===== config.mk =====
export PLATFORM = sky130hd
export DESIGN_NAME = mem2axi_flat
export DESIGN_NICKNAME = d
export VERILOG_FILES = /design/src/rtl/mem2axi_if.sv /design/src/rtl/mem2axi.sv /design/src/flat_wrapper.sv
export SDC_FILE = /design/constraint.sdc
export NUM_CORES = 1
export LEC_CHECK = 0
export CAP_MARGIN = 20
export CORE_ASPECT_RATIO = 0.8
export CORE_MARGIN = 8
export CORE_UTILIZATION = 37
export CTS_BUF_LIST = sky130_fd_sc_hd__clkbuf_8
export CTS_CLUSTER_SIZE = 8
export DETAILED_ROUTE_END_ITERATION = 10
export MAX_ROUTING_LAYER = met4
export PLACE_DENSITY = 0.74
export SLEW_MARGIN = 20
export SYNTH_ARGS = -nofsm -noshare
export SYNTH_HDL_FRONTEND = slang
export SYNTH_SLANG_ARGS = --single-unit

===== constraint.sdc =====
create_clock -name clk -period 3.65 [get_ports clk]
set_input_delay 0.73 -clock clk [delete_from_list [all_inputs] [get_ports clk]]
set_output_delay 0.73 -clock clk [all_outputs]
set_load 0.005 [all_outputs]

===== src/rtl/mem2axi_if.sv =====
// -----------------------------------------------------------------------------
// axi_if : single-beat AXI4 channel bundle used by mem2axi.
//   Carries the AW, W, B, AR and R channels.
//   Modport m : the master side (drives VALIDs on AW/W/AR and READYs on B/R).
//   Modport s : the slave side (mirror of m).
// Only the fields the bridge needs are present: no RESP/LAST on B/R.
// -----------------------------------------------------------------------------
interface axi_if #(
  parameter int ID_W_WIDTH = 4,
  parameter int ID_R_WIDTH = 4,
  parameter int ADDR_WIDTH = 16,
  parameter int DATA_WIDTH = 32,
  parameter int BYTE_WIDTH = 8
);
  localparam int STRB_WIDTH = DATA_WIDTH / BYTE_WIDTH;

  // Write address channel
  logic                  awvalid;
  logic                  awready;
  logic [ADDR_WIDTH-1:0] awaddr;
  logic [ID_W_WIDTH-1:0] awid;
  logic [7:0]            awlen;
  logic [2:0]            awsize;
  logic [1:0]            awburst;
  // Write data channel
  logic                  wvalid;
  logic                  wready;
  logic [DATA_WIDTH-1:0] wdata;
  logic [STRB_WIDTH-1:0] wstrb;
  logic                  wlast;
  // Write response channel
  logic                  bvalid;
  logic                  bready;
  logic [ID_W_WIDTH-1:0] bid;
  // Read address channel
  logic                  arvalid;
  logic                  arready;
  logic [ADDR_WIDTH-1:0] araddr;
  logic [ID_R_WIDTH-1:0] arid;
  logic [7:0]            arlen;
  logic [2:0]            arsize;
  logic [1:0]            arburst;
  // Read data channel
  logic                  rvalid;
  logic                  rready;
  logic [DATA_WIDTH-1:0] rdata;
  logic [ID_R_WIDTH-1:0] rid;

  modport m (
    output awvalid, awaddr, awid, awlen, awsize, awburst,
    input  awready,
    output wvalid, wdata, wstrb, wlast,
    input  wready,
    input  bvalid, bid,
    output bready,
    output arvalid, araddr, arid, arlen, arsize, arburst,
    input  arready,
    input  rvalid, rdata, rid,
    output rready
  );

  modport s (
    input  awvalid, awaddr, awid, awlen, awsize, awburst,
    output awready,
    input  wvalid, wdata, wstrb, wlast,
    output wready,
    output bvalid, bid,
    input  bready,
    input  arvalid, araddr, arid, arlen, arsize, arburst,
    output arready,
    output rvalid, rdata, rid,
    input  rready
  );
endinterface


===== src/rtl/mem2axi.sv =====
// -----------------------------------------------------------------------------
// mem2axi : bridges a simple valid/ready memory request port onto single-beat
// AXI4 transactions, one transaction in flight at a time.
//   clk, rst        : rising-edge clock, asynchronous active-high reset
//   req_*           : request (we, word address, write data, byte strobes)
//   resp_valid      : one-cycle completion pulse
//   resp_rdata      : read data (held across writes)
//   resp_err        : returned RID/BID differed from the issued ID
//   axi_m           : AXI master port (AW/W/B/AR/R)
// All request/response and AXI outputs are registered.
// -----------------------------------------------------------------------------
module mem2axi #(
  parameter int ID_W_WIDTH = 4,
  parameter int ID_R_WIDTH = 4,
  parameter int ADDR_WIDTH = 16,
  parameter int DATA_WIDTH = 32,
  parameter int BYTE_WIDTH = 8
) (
  input  logic                             clk,
  input  logic                             rst,
  input  logic                             req_valid,
  output logic                             req_ready,
  input  logic                             req_we,
  input  logic [ADDR_WIDTH-1:0]            req_addr,
  input  logic [DATA_WIDTH-1:0]            req_wdata,
  input  logic [DATA_WIDTH/BYTE_WIDTH-1:0] req_wstrb,
  output logic                             resp_valid,
  output logic [DATA_WIDTH-1:0]            resp_rdata,
  output logic                             resp_err,
  axi_if.m                                 axi_m
);
  localparam int       STRB_WIDTH = DATA_WIDTH / BYTE_WIDTH;
  localparam logic [2:0] AX_SIZE  = 3'($clog2(DATA_WIDTH / 8));

  typedef enum logic [2:0] {
    IDLE    = 3'd0,
    RD_ADDR = 3'd1,
    RD_DATA = 3'd2,
    WR_SEND = 3'd3,
    WR_RESP = 3'd4
  } state_t;

  state_t                state_r, state_n;
  logic                  aw_done_r, aw_done_n;
  logic                  w_done_r, w_done_n;
  logic [ID_W_WIDTH-1:0] id_cnt_r;
  logic                  ready_r;
  logic                  arvalid_r, rready_r, awvalid_r, wvalid_r, bready_r;
  logic [ADDR_WIDTH-1:0] addr_r;
  logic [DATA_WIDTH-1:0] wdata_r;
  logic [STRB_WIDTH-1:0] wstrb_r;
  logic [ID_W_WIDTH-1:0] awid_r;
  logic [ID_R_WIDTH-1:0] arid_r;
  logic                  resp_valid_r, resp_err_r;
  logic [DATA_WIDTH-1:0] resp_rdata_r;
  logic                  accept_s, rd_fire_s, wr_fire_s, aw_hs_s, w_hs_s;

  // State register, per-channel write completion flags and transaction ID counter
  always_ff @(posedge clk or posedge rst) begin
    if (rst) begin
      state_r   <= IDLE;
      aw_done_r <= 1'b0;
      w_done_r  <= 1'b0;
      id_cnt_r  <= '0;
    end else begin
      state_r   <= state_n;
      aw_done_r <= aw_done_n;
      w_done_r  <= w_done_n;
      if (accept_s) begin
        id_cnt_r <= id_cnt_r + ID_W_WIDTH'(1);
      end
    end
  end

  // Next-state logic and handshake detection
  always_comb begin
    state_n   = state_r;
    aw_done_n = aw_done_r;
    w_done_n  = w_done_r;
    accept_s  = 1'b0;
    rd_fire_s = 1'b0;
    wr_fire_s = 1'b0;
    aw_hs_s   = awvalid_r && axi_m.awready;
    w_hs_s    = wvalid_r && axi_m.wready;
    case (state_r)
      IDLE: begin
        if (req_valid && ready_r) begin
          accept_s  = 1'b1;
          aw_done_n = 1'b0;
          w_done_n  = 1'b0;
          state_n   = req_we ? WR_SEND : RD_ADDR;
        end else begin
          state_n = IDLE;
        end
      end
      RD_ADDR: begin
        if (arvalid_r && axi_m.arready) begin
          state_n = RD_DATA;
        end else begin
          state_n = RD_ADDR;
        end
      end
      RD_DATA: begin
        if (axi_m.rvalid && rready_r) begin
          rd_fire_s = 1'b1;
          state_n   = IDLE;
        end else begin
          state_n = RD_DATA;
        end
      end
      WR_SEND: begin
        // AW and W complete independently; leave once both are done,
        // including the case where the last one lands this cycle.
        aw_done_n = aw_done_r || aw_hs_s;
        w_done_n  = w_done_r || w_hs_s;
        if (aw_done_n && w_done_n) begin
          state_n = WR_RESP;
        end else begin
          state_n = WR_SEND;
        end
      end
      WR_RESP: begin
        if (axi_m.bvalid && bready_r) begin
          wr_fire_s = 1'b1;
          state_n   = IDLE;
        end else begin
          state_n = WR_RESP;
        end
      end
      default: begin
        state_n = IDLE;
      end
    endcase
  end

  // Handshake outputs registered from the upcoming state so they align with it
  always_ff @(posedge clk or posedge rst) begin
    if (rst) begin
      ready_r   <= 1'b0;
      arvalid_r <= 1'b0;
      rready_r  <= 1'b0;
      awvalid_r <= 1'b0;
      wvalid_r  <= 1'b0;
      bready_r  <= 1'b0;
    end else begin
      ready_r   <= (state_n == IDLE);
      arvalid_r <= (state_n == RD_ADDR);
      rready_r  <= (state_n == RD_DATA);
      awvalid_r <= (state_n == WR_SEND) && !aw_done_n;
      wvalid_r  <= (state_n == WR_SEND) && !w_done_n;
      bready_r  <= (state_n == WR_RESP);
    end
  end

  // Request capture; these hold the AXI address/data/ID stable until the next acceptance
  always_ff @(posedge clk or posedge rst) begin
    if (rst) begin
      addr_r  <= '0;
      wdata_r <= '0;
      wstrb_r <= '0;
      awid_r  <= '0;
      arid_r  <= '0;
    end else if (accept_s) begin
      addr_r  <= req_addr;
      wdata_r <= req_wdata;
      wstrb_r <= req_wstrb;
      awid_r  <= id_cnt_r;
      arid_r  <= ID_R_WIDTH'(id_cnt_r);
    end
  end

  // Completion pulse, read data and ID-mismatch flag
  always_ff @(posedge clk or posedge rst) begin
    if (rst) begin
      resp_valid_r <= 1'b0;
      resp_err_r   <= 1'b0;
      resp_rdata_r <= '0;
    end else begin
      resp_valid_r <= rd_fire_s || wr_fire_s;
      if (rd_fire_s) begin
        resp_rdata_r <= axi_m.rdata;
        resp_err_r   <= (axi_m.rid != arid_r);
      end else if (wr_fire_s) begin
        resp_err_r   <= (axi_m.bid != awid_r);
      end
    end
  end

  assign req_ready     = ready_r;
  assign resp_valid    = resp_valid_r;
  assign resp_rdata    = resp_rdata_r;
  assign resp_err      = resp_err_r;

  assign axi_m.awvalid = awvalid_r;
  assign axi_m.awaddr  = addr_r;
  assign axi_m.awid    = awid_r;
  assign axi_m.awlen   = 8'd0;
  assign axi_m.awsize  = AX_SIZE;
  assign axi_m.awburst = 2'b01;
  assign axi_m.wvalid  = wvalid_r;
  assign axi_m.wdata   = wdata_r;
  assign axi_m.wstrb   = wstrb_r;
  assign axi_m.wlast   = 1'b1;
  assign axi_m.bready  = bready_r;
  assign axi_m.arvalid = arvalid_r;
  assign axi_m.araddr  = addr_r;
  assign axi_m.arid    = arid_r;
  assign axi_m.arlen   = 8'd0;
  assign axi_m.arsize  = AX_SIZE;
  assign axi_m.arburst = 2'b01;
  assign axi_m.rready  = rready_r;
endmodule

===== src/flat_wrapper.sv =====
// flat-port wrapper written by rule: the top's interface ports become plain ports
module mem2axi_flat 
#(
  parameter int ID_W_WIDTH = 4,
  parameter int ID_R_WIDTH = 4,
  parameter int ADDR_WIDTH = 16,
  parameter int DATA_WIDTH = 32,
  parameter int BYTE_WIDTH = 8
)
  (clk, rst, req_valid, req_ready, req_we, req_addr, req_wdata, req_wstrb, resp_valid, resp_rdata, resp_err, axi_m_awvalid, axi_m_awaddr, axi_m_awid, axi_m_awlen, axi_m_awsize, axi_m_awburst, axi_m_awready, axi_m_wvalid, axi_m_wdata, axi_m_wstrb, axi_m_wlast, axi_m_wready, axi_m_bvalid, axi_m_bid, axi_m_bready, axi_m_arvalid, axi_m_araddr, axi_m_arid, axi_m_arlen, axi_m_arsize, axi_m_arburst, axi_m_arready, axi_m_rvalid, axi_m_rdata, axi_m_rid, axi_m_rready);
  axi_if #(.ID_W_WIDTH(ID_W_WIDTH), .ID_R_WIDTH(ID_R_WIDTH), .ADDR_WIDTH(ADDR_WIDTH), .DATA_WIDTH(DATA_WIDTH), .BYTE_WIDTH(BYTE_WIDTH)) axi_m_i ();
  input  logic clk;
  input  logic rst;
  input  logic req_valid;
  output logic req_ready;
  input  logic req_we;
  input  logic [ADDR_WIDTH-1:0] req_addr;
  input  logic [DATA_WIDTH-1:0] req_wdata;
  input  logic [DATA_WIDTH/BYTE_WIDTH-1:0] req_wstrb;
  output logic resp_valid;
  output logic [DATA_WIDTH-1:0] resp_rdata;
  output logic resp_err;
  output wire logic [$bits(axi_m_i.awvalid)-1:0] axi_m_awvalid;
  output wire logic [$bits(axi_m_i.awaddr)-1:0] axi_m_awaddr;
  output wire logic [$bits(axi_m_i.awid)-1:0] axi_m_awid;
  output wire logic [$bits(axi_m_i.awlen)-1:0] axi_m_awlen;
  output wire logic [$bits(axi_m_i.awsize)-1:0] axi_m_awsize;
  output wire logic [$bits(axi_m_i.awburst)-1:0] axi_m_awburst;
  input wire logic [$bits(axi_m_i.awready)-1:0] axi_m_awready;
  output wire logic [$bits(axi_m_i.wvalid)-1:0] axi_m_wvalid;
  output wire logic [$bits(axi_m_i.wdata)-1:0] axi_m_wdata;
  output wire logic [$bits(axi_m_i.wstrb)-1:0] axi_m_wstrb;
  output wire logic [$bits(axi_m_i.wlast)-1:0] axi_m_wlast;
  input wire logic [$bits(axi_m_i.wready)-1:0] axi_m_wready;
  input wire logic [$bits(axi_m_i.bvalid)-1:0] axi_m_bvalid;
  input wire logic [$bits(axi_m_i.bid)-1:0] axi_m_bid;
  output wire logic [$bits(axi_m_i.bready)-1:0] axi_m_bready;
  output wire logic [$bits(axi_m_i.arvalid)-1:0] axi_m_arvalid;
  output wire logic [$bits(axi_m_i.araddr)-1:0] axi_m_araddr;
  output wire logic [$bits(axi_m_i.arid)-1:0] axi_m_arid;
  output wire logic [$bits(axi_m_i.arlen)-1:0] axi_m_arlen;
  output wire logic [$bits(axi_m_i.arsize)-1:0] axi_m_arsize;
  output wire logic [$bits(axi_m_i.arburst)-1:0] axi_m_arburst;
  input wire logic [$bits(axi_m_i.arready)-1:0] axi_m_arready;
  input wire logic [$bits(axi_m_i.rvalid)-1:0] axi_m_rvalid;
  input wire logic [$bits(axi_m_i.rdata)-1:0] axi_m_rdata;
  input wire logic [$bits(axi_m_i.rid)-1:0] axi_m_rid;
  output wire logic [$bits(axi_m_i.rready)-1:0] axi_m_rready;
  assign axi_m_awvalid = axi_m_i.awvalid;
  assign axi_m_awaddr = axi_m_i.awaddr;
  assign axi_m_awid = axi_m_i.awid;
  assign axi_m_awlen = axi_m_i.awlen;
  assign axi_m_awsize = axi_m_i.awsize;
  assign axi_m_awburst = axi_m_i.awburst;
  assign axi_m_i.awready = axi_m_awready;
  assign axi_m_wvalid = axi_m_i.wvalid;
  assign axi_m_wdata = axi_m_i.wdata;
  assign axi_m_wstrb = axi_m_i.wstrb;
  assign axi_m_wlast = axi_m_i.wlast;
  assign axi_m_i.wready = axi_m_wready;
  assign axi_m_i.bvalid = axi_m_bvalid;
  assign axi_m_i.bid = axi_m_bid;
  assign axi_m_bready = axi_m_i.bready;
  assign axi_m_arvalid = axi_m_i.arvalid;
  assign axi_m_araddr = axi_m_i.araddr;
  assign axi_m_arid = axi_m_i.arid;
  assign axi_m_arlen = axi_m_i.arlen;
  assign axi_m_arsize = axi_m_i.arsize;
  assign axi_m_arburst = axi_m_i.arburst;
  assign axi_m_i.arready = axi_m_arready;
  assign axi_m_i.rvalid = axi_m_rvalid;
  assign axi_m_i.rdata = axi_m_rdata;
  assign axi_m_i.rid = axi_m_rid;
  assign axi_m_rready = axi_m_i.rready;
  mem2axi #(.ID_W_WIDTH(ID_W_WIDTH), .ID_R_WIDTH(ID_R_WIDTH), .ADDR_WIDTH(ADDR_WIDTH), .DATA_WIDTH(DATA_WIDTH), .BYTE_WIDTH(BYTE_WIDTH)) u_core (.clk(clk), .rst(rst), .req_valid(req_valid), .req_ready(req_ready), .req_we(req_we), .req_addr(req_addr), .req_wdata(req_wdata), .req_wstrb(req_wstrb), .resp_valid(resp_valid), .resp_rdata(resp_rdata), .resp_err(resp_err), .axi_m(axi_m_i));
endmodule

After elaboration in Yosys (flattened, before gate mapping)

Cells that the tools add are included.

Bits of input ports: 101
Flip-flop bits (word level): 105
Logic and storage cells: 64

Muxes and demuxes: 19
Equality and inequality tests: 10
Reductions and logical operators: 17
$add $sub $neg: 1

Operators by type and width:

| operator              | number |
|---|---|
| $pmux W3 S5           | 1 |
| $eq A3 B2 Y1 const B  | 4 |
| $mux W1               | 10 |
| $logic_and A1 B1 Y1   | 9 |
| $mux W3               | 3 |
| $ne A4 B4 Y1          | 2 |
| $eq A3 B1 Y1 const B  | 2 |
| $eq A3 B3 Y1 const B  | 2 |
| $logic_not A3 Y1      | 2 |
| $mux W2               | 3 |
| $add A4 B1 Y4 const B | 1 |
| $pmux W1 S2           | 2 |
| $logic_or A1 B1 Y1    | 3 |
| $logic_not A1 Y1      | 2 |
| $reduce_bool A2 Y1    | 1 |

Depth between registers and ports, before layout

Gate-level depths: netlist (run 1).

Depth after elaboration: 7
Mapped depth: 6
Mapped depth without buffers: 4

Worst setup path before layout (run 1)

No wires, ideal clock.

Kind: input to register
Start point: input port axi_m_rvalid
End point: register u_core.resp_rdata_r[10], in the netlist u_core.resp_rdata[10]
Setup time: 125 ps
Arrival time: 1562 ps
Setup slack: 1962 ps
Stages: 5
Required time: 3525 ps
Cell sequence: and4b_1 buf_6 nand2_8 buf_12 mux2_4

Cells in the longest elaborated chain, start to end: 3

RTL lines:

| element              | line               | RTL |
|---|---|---|
| start, declared      | flat_wrapper.sv:45 | `input wire logic [$bits(axi_m_i.rvalid)-1:0] axi_m_rvalid;` |
| $logic_and A1 B1 Y1  | mem2axi.sv:104     | `if (axi_m.rvalid && rready_r) begin` |
| $mux W1              | mem2axi.sv:104     |  |
| $mux W1              | mem2axi.sv:85      | `case (state_r)` |
| end signal, assigned | mem2axi.sv:181     | `resp_rdata_r <= axi_m.rdata;` |
| end, declared        | mem2axi.sv:55      | `logic [DATA_WIDTH-1:0] resp_rdata_r;` |

Every way passes these cells.
A chain may end at the register's enable or synchronous reset.

Worst setup path after layout (run 1)

Start point: input port req_valid
End point: register u_core.addr_r[6], in the netlist u_core.axi_m.araddr[6]

Cells in the longest elaborated chain, start to end: 3

RTL lines:

| element              | line               | RTL |
|---|---|---|
| start, declared      | flat_wrapper.sv:14 | `input logic req_valid;` |
| $logic_and A1 B1 Y1  | mem2axi.sv:87      | `if (req_valid && ready_r) begin` |
| $mux W1              | mem2axi.sv:87      |  |
| $mux W1              | mem2axi.sv:85      |  |
| end signal, assigned | mem2axi.sv:164     | `addr_r <= req_addr;` |
| end, declared        | mem2axi.sv:49      | `logic [ADDR_WIDTH-1:0] addr_r;` |

Every way passes these cells.

==> results of run 1 <==
-- area by class of cell --
cell class | instances | area, um^2
fillers | 1069 | 5750
flip-flops and latches | 105 | 2630
repair buffers | 220 | 2190
multi-input cells | 180 | 1650
well taps | 175 | 219
clock buffers | 11 | 151
inverters | 7 | 55.1
clock inverters | 5 | 40.0
-- sequential cells by signal, summed over array words and instances, names as in the netlist --
name	cells
u_core.axi_m.wstrb	4
u_core.resp_rdata	32
u_core.axi_m.wvalid	1
u_core.axi_m.bready	1
u_core.axi_m.awvalid	1
u_core.req_ready	1
u_core.axi_m.rready	1
u_core.axi_m.araddr	16
u_core.resp_err	1
u_core.aw_done_r	1
u_core.axi_m.arvalid	1
u_core.id_cnt_r	4
u_core.w_done_r	1
u_core.axi_m.wdata	32
u_core.resp_valid	1
u_core.state_r	3
u_core.axi_m.awid	4
-- worst paths after layout --
check                                              end  cells past startpoint  slack, ns
worst max-delay path            u_core.axi_m.araddr[6]                      4       1.37
worst max register to register  u_core.axi_m.araddr[6]                      4       1.55
worst min-delay path            u_core.axi_m.wdata[23]                      1       0.50
max in group asynchronous        u_core.resp_rdata[17]                      3       2.06
min in group asynchronous        u_core.resp_rdata[22]                      2       0.77
worst min register to register  u_core.axi_m.wdata[23]                      1       0.50
-- critical path, cell delays in order --
cell	delay [ns]
sky130_fd_sc_hd__clkdlybuf4s50_1	0.48
sky130_fd_sc_hd__and4b_4	0.58
sky130_fd_sc_hd__buf_4	0.35
sky130_fd_sc_hd__mux2_2	0.37
-- cell families (layout without fill, tap and decap cells) --
kind of cell,count (synthesis),count (layout),share of synthesized area (%)
DFF,105,105,55.3
muxes,86,86,22.6
AOI/OAI and AO/OA,20,20,3.29
other,2,27,0.158
adders and majority gates,1,1,0.263
and+or+nand+nor,41,41,5.29
xor gates and xnor gates,5,5,1.08
buffers and inverters,67,243,12.0
-- cell usage in the layout, fill, tap and decap left out, types with 2 or more instances in the layout --
cell type and count:
sky130_fd_sc_hd__inv_1 5, sky130_fd_sc_hd__a31oi_1 2, sky130_fd_sc_hd__dfrtp_1 105, sky130_fd_sc_hd__buf_4 4, sky130_fd_sc_hd__conb_1 27, sky130_fd_sc_hd__a32o_1 2, sky130_fd_sc_hd__clkinvlp_4 3, sky130_fd_sc_hd__nor2_1 5
sky130_fd_sc_hd__clkbuf_8 11, sky130_fd_sc_hd__nand2b_1 2, sky130_fd_sc_hd__nor3b_1 2, sky130_fd_sc_hd__mux2_4 29, sky130_fd_sc_hd__clkinv_4 2, sky130_fd_sc_hd__mux2_1 13, sky130_fd_sc_hd__o221ai_1 2, sky130_fd_sc_hd__o2111ai_1 2
sky130_fd_sc_hd__xnor2_1 4, sky130_fd_sc_hd__nand2_1 17, sky130_fd_sc_hd__clkdlybuf4s50_1 216, sky130_fd_sc_hd__a21oi_1 3, sky130_fd_sc_hd__mux2_2 43, sky130_fd_sc_hd__o21ai_0 3
-- metal layers --
layer,share of wire [%],wire length (um),track usage [%],vias to the layer above
met5,0,0,-,-
met3,8.8,1090,5.31,15
met2,50,6180,25.6,150
met1,40,4980,16.3,1582
li1,-,-,-,1445
met4,1.1,140,3.51,0
-- power by group through the flow --
| stage | combinational (mW) | sequential, mW | clock (mW) |
|---|---|---|---|
| 2_1_floorplan | 1.14 | 2.12 | 0 |
| 3_3_place_gp | 2.51 | 2.11 | 0 |
| 3_5_place_dp | 2.56 | 2.14 | 0 |
| 4_1_cts | 2.58 | 2.12 | 0.718 |
| 5_1_grt | 2.71 | 2.19 | 0.760 |
| 6_report | 2.53 | 2.11 | 0.679 |
==> metrics.sh, run 1 <==
OUTCOME='finished, final reports clean'
MIN_PERIOD_OVER_PERIOD_PCT=62.5
CTS.REPORTEDPATHS.CLKPINSLEW_NS=0.10
SYNTH_ASYNC_SR_FLOP_SHARE_PCT=100
POWER.SHARE.SWITCHING_PCT=29.0
TIMING.FINAL.WS_SETUP_NS=1.37
FINISH.NET_COUNT=625
TIMING_MAX_TRANSITION_VIOLATIONS_FINAL=0
POSTROUTEWIRELENGTH_UM=12400
GRT_FIRST_PASS_WIRELENGTH_UM=19400
END_KIND='register'
MAXIMUM_COUNT_OF_CLOCK_BUFFERS_ALONG_A_SINGLE_PATH=2
SYNTH.CELLS.MOST_FREQUENT='105 x sky130_fd_sc_hd__dfrtp_1, 47 x sky130_fd_sc_hd__buf_4, 43 x sky130_fd_sc_hd__mux2_2'
CTS_HTREE_LEVELS=3
MAXCAPVIOLCOUNT=0
P_LEAK_nW=3.04
POWER.COMBINATIONAL.FRACTION_PCT=47.5
POST_SYNTH_INSTANCE_AREA_UM2=4750
WORST_HOLD_STARTPOINT='u_core.axi_m.wdata[23]'
AREA_DELTA_SYNTH_FINAL_PCT=45.9
MAX_SLEW_MARGIN_PCT=63.8
POWER.NET_SWITCHING_mW=1.54
FINISH.UTILIZATION_PCT=54.7
GRT_PASS1_VIAS=3604
ROWS=37
SYNTHMOSTINSTANTIATEDCELL='sky130_fd_sc_hd__dfrtp_1'
POST_SYNTH_TOP_FLOP='sky130_fd_sc_hd__dfrtp_1'
SYNTH_EDF_COUNT=0
GROUTE.USAGE.OVERALL_PCT=15.0
DIE_AREA_UM2=16800
VIA_COUNT=3192
POST-SYNTH-TOP-AREA-FRACTION_PCT=55.3
FLOORPLAN.INITIALDENSITY_PCT=37.5
ROUTED_WIRE_LENGTH_PER_INSTANCE_UM=17.6
P_CLK_SHARE_PCT=12.8
WORST_EP_REQUIRED_TIME_NS=3.89
VDD_IR_DROP_MAX_uV=362
SYNTH.LIB_CELLS_USED.DISTINCT=46
CTS_TREE='built'
FIN_WORST_HOLD_SLACK_NS=0.498
SYN_AVG_CELL_AREA_UM2=14.5
CRITICALPATHCATEGORY='in -> reg'
YOSYS_WARNINGS=0
DP_HPWL_UM=9720
SYNTH_LARGEST_AREA_CELL='sky130_fd_sc_hd__dfrtp_1'
DETAILEDROUTE.FIRSTITERATIONVIOLATIONS=131
LAYOUT.CELL_AREA.NON_FILLER_UM2=6930
PLACE.GP.CONGESTION=0.771
CTS.SINKS=105
REPORT.FINAL.HOLD_VIOL_COUNT=0
DIE_WIDTH_UM=143
DETAIL_ROUTE.FIRST_PASS.ITERATIONS=4
WORST_EP_ARRIVAL_TIME_NS=2.53
POSTROUTEANTENNANETS=0
HP-CLASS='reg -> reg'
MIN_PERIOD_NS=2.28
TRITONCTS.NUM_BUFFERS=9
TOTALNEGATIVESETUPSLACK_NS=0
CLOCK_LATENCY_NS=0.36
DESIGN.PORTCOUNT=244
WORSTMARGINPINSLEW_NS=0.543
POWER.SHARE.SEQUENTIAL_PCT=39.7
P_INT_mW=3.77
ANTENNA_FOUND_INITIAL=0
CORE_UM2=12700
DRC=0
POST-CTS-SETUP-BUFFERS=0
POST_CTS_HOLD_BUFFER_COUNT=0
MAXIMUM_CLOCK_SKEW_AT_FINAL_LAYOUT_NS=0.00549
ANTENNA-DIODE-COUNT=0
SYNTH.FF_LATCH_COUNT=105
FINALNONFILLERCELLS=703
POST-PLACE-WS_NS=0.958
MAX_CLOCK_FREQ_MHz=438
CELLPOWERDENSITY_nW_PER_UM2=767
POST_DP_CELL_AREA_UM2=6740
CRITICAL_PATH.REG2REG.STARTPOINT='u_core.state_r[1]'
GRT_SETUP_UNREPAIRED='no'
SEQUENTIAL_ELEMENT_SHARE_OF_THE_SYNTHESIZED_AREA_PCT=55.3
WORSTSETUPSTARTPOINTTYPE='primary input'
DRT-VIAS-PER-INSTANCE=4.54
GLOBAL_ROUTE.OVERFLOW_TOTAL=0
WORSTSETUPSTARTPOINT='req_valid'
POST-LAYOUT-TOTAL-POWER_mW=5.32
MAXIMUM_NUMBER_OF_PINS_ON_ONE_NET_BEFORE_GLOBAL_ROUTE_REPAIR=45
SYNTH_CELLS=327
DRIVE_GT1_SHARE_PCT=19.7
CELL_CHOSEN_FOR_THE_CLOCK_ROOT='sky130_fd_sc_hd__clkbuf_8'
PLACED_CELLS_INCL_TAPS=687
CRIT_FANOUT=30
SYNTH_TOP_CELLS_BY_AREA='sky130_fd_sc_hd__dfrtp_1 55%, sky130_fd_sc_hd__mux2_2 10%, sky130_fd_sc_hd__mux2_4 9.2%'
NUMBER_OF_SETUP_VIOLATIONS_IN_THE_FINAL_REPORT=0
POST_CTS_RESIZE_COUNT=0
PORT_BUFFERS=216
DIE_HEIGHT_UM=117
(Power assumes the default switching activity.)
==> inputs of run 2 (changes only) <==
- CORE_UTILIZATION: 37 -> 40
- PLACE_DENSITY: 0.74 -> 0.77
- clock period: 3.65 -> 2.3 ns (I/O delays scaled with it)
==> run 2 against run 1 <==
Compared with the run above:
- combinational power grew 59%
- clock skew up 0.011 ns
- non-clock buffer count grew 1
- flip-flop and latch count stayed put
- critical endpoint is now axi_m_arid[2]
- largest power group unchanged
- design area rose by 0.14%
- hold slack worse by 0.00088 ns
- die area down 6.6%
- largest cell class unchanged
==> metrics.sh, run 2 (synthesized netlist as in run 1, its figures left out) <==
OUTCOME='finished, final reports clean'
TIMING_MAX_TRANSITION_VIOLATIONS_FINAL=0
MAX_CLOCK_FREQ_MHz=536
GROUTE.USAGE.OVERALL_PCT=15.7
POST_CTS_HOLD_BUFFER_COUNT=0
GRT_PASS1_VIAS=3441
WORST-PATH-BUF-INV=1
POSTROUTEWIRELENGTH_UM=12100
MAXIMUM_NUMBER_OF_PINS_ON_ONE_NET_BEFORE_GLOBAL_ROUTE_REPAIR=76
CELLPOWERDENSITY_nW_PER_UM2=1230
MAXIMUM_CLOCK_SKEW_AT_FINAL_LAYOUT_NS=0.0167
DP_HPWL_UM=9300
CORE_UM2=11600
DIE_AREA_UM2=15600
TIMING.CRITICAL_PATH.SLOWEST_STAGE_CELL='sky130_fd_sc_hd__clkdlybuf4s50_1'
WORST_EP_ARRIVAL_TIME_NS=1.40
FINISH.NET_COUNT=626
GRT_FIRST_PASS_WIRELENGTH_UM=18800
DRC=0
REPORT.FINAL.HOLD_VIOL_COUNT=0
SLOWEST_DELAY_NS=0.56
WORSTSETUPSTARTPOINTTYPE='register'
CRIT_FANOUT=7
WORST-R2R-CELL-COUNT=4
MIN_PERIOD_NS=1.86
ROUTED_WIRE_LENGTH_PER_INSTANCE_UM=17.8
NUMBER_OF_SETUP_VIOLATIONS_IN_THE_FINAL_REPORT=0
ANTENNA_FOUND_INITIAL=0
HP-CLASS='reg -> reg'
DIE_WIDTH_UM=138
CLOCK_LATENCY_NS=0.36
CELL_CHOSEN_FOR_THE_CLOCK_ROOT='sky130_fd_sc_hd__clkbuf_8'
MOST-COMMON-LAYOUT-CELLS='216 x sky130_fd_sc_hd__clkdlybuf4s50_1, 105 x sky130_fd_sc_hd__dfrtp_1, 43 x sky130_fd_sc_hd__mux2_2'
CTS_HTREE_LEVELS=3
CTS.REPORTEDPATHS.CLKPINSLEW_NS=0.11
CRITICAL_PATH.REG2REG.STARTPOINT='u_core.state_r[1]'
CP-ENDPOINT='axi_m_arid[2]'
ROWS=35
TRITONCTS.NUM_BUFFERS=9
P_LEAK_nW=3.06
DIE_HEIGHT_UM=114
POST-LAYOUT-TOTAL-POWER_mW=8.51
VIA_COUNT=3138
POST_CTS_RESIZE_COUNT=0
CTS_TREE='built'
POSTROUTEANTENNANETS=0
DESIGN.PORTCOUNT=244
POST-CTS-SETUP-BUFFERS=0
DETAILEDROUTE.FIRSTITERATIONVIOLATIONS=105
END_KIND='primary output'
MOSTFREQUENTLAYOUTCELL='sky130_fd_sc_hd__clkdlybuf4s50_1'
GLOBAL_ROUTE.OVERFLOW_TOTAL=0
MAXCAPVIOLCOUNT=0
DRT-VIAS-PER-INSTANCE=4.64
WORST_EP_REQUIRED_TIME_NS=1.84
WORSTSETUPPATHDEPTH=1
DRIVE_GT1_SHARE_PCT=19.8
PORT_BUFFERS=216
SETUP_SLACK_OF_THE_MOST_CRITICAL_REG_TO_REG_PATH_NS=0.57
PLACE.GP.CONGESTION=0.753
CTS.SINKS=105
FLOORPLAN.INITIALDENSITY_PCT=41.1
GRT_SETUP_UNREPAIRED='no'
MAXIMUM_COUNT_OF_CLOCK_BUFFERS_ALONG_A_SINGLE_PATH=2
REG2REG_TO='u_core.axi_m.araddr[14]'
DETAIL_ROUTE.FIRST_PASS.ITERATIONS=4
AREA_DELTA_SYNTH_FINAL_PCT=46.1
MIN_PERIOD_OVER_PERIOD_PCT=81.1
WORSTPATHCELLLIST='clkdlybuf4s50_1'
VDD_IR_DROP_MAX_uV=652
CRITPATHTOPFAMILY='buffers and inverters'
FIN_WORST_HOLD_SLACK_NS=0.497
CRITICALPATHCATEGORY='reg -> out'
WORSTSETUPSTARTPOINT='u_core.axi_m.awid[2]'
ANTENNA-DIODE-COUNT=0
TOTALNEGATIVESETUPSLACK_NS=0
## run 2: changes by cell type in the layout (fill, tap and decap cells not counted), sizes merged
cell and delta:
inv +2, bufinv +1, buf +1, clkinvlp -1, clkbuf -2
## run 2: power breakdown
group,switching [mW],internal (mW),total (mW)
Clock,0.653,0.516,1.17
Sequential,0.588,2.74,3.33
Combinational,1.21,2.81,4.02
Total,2.45,6.06,8.51
## run 2: routing by layer
layer	share of wire [%]	GRT usage, %
met1	41	18.3
met2	48	25.7
met3	9.5	5.05
met4	1.2	3.86
met5	0	-
## run 2: metrics by stage
step / setup slack (ns) / cells / instance area, um^2 / util, %
global route: 0.341 / 677 / 6940 / 60.1
global placement: 0.254 / 661 / 6740 / 58.3
CTS: 0.390 / 677 / 6940 / 60.1
finish: 0.435 / 677 / 6940 / 60.1
floorplan: 0.580 / 352 / 4850 / -
detailed placement: 0.220 / 661 / 6740 / 58.3
## run 2: worst min path at each step
stage / startpoint / endpoint / slack [ns] / cells past startpoint
after floorplan: u_core.w_done_r / u_core.w_done_r / 0.46 / 2
after global placement: u_core.axi_m.wdata[27] / u_core.axi_m.wdata[27] / 0.47 / 1
after detailed placement: u_core.axi_m.wdata[27] / u_core.axi_m.wdata[27] / 0.47 / 1
after CTS: u_core.axi_m.wdata[27] / u_core.axi_m.wdata[27] / 0.50 / 1
after global routing: u_core.axi_m.wdata[27] / u_core.axi_m.wdata[27] / 0.52 / 1
final: u_core.axi_m.wdata[27] / u_core.axi_m.wdata[27] / 0.50 / 1
## run 2: area by class of cell
class | count | area (um^2)
Inverter | 7 | 56.3
Timing Repair Buffer | 221 | 2220
Multi-Input combinational cell | 180 | 1650
Sequential cell | 105 | 2630
Clock buffer | 9 | 124
Fill cell | 927 | 4620
Tap cell | 148 | 185
Clock inverter | 7 | 77.6
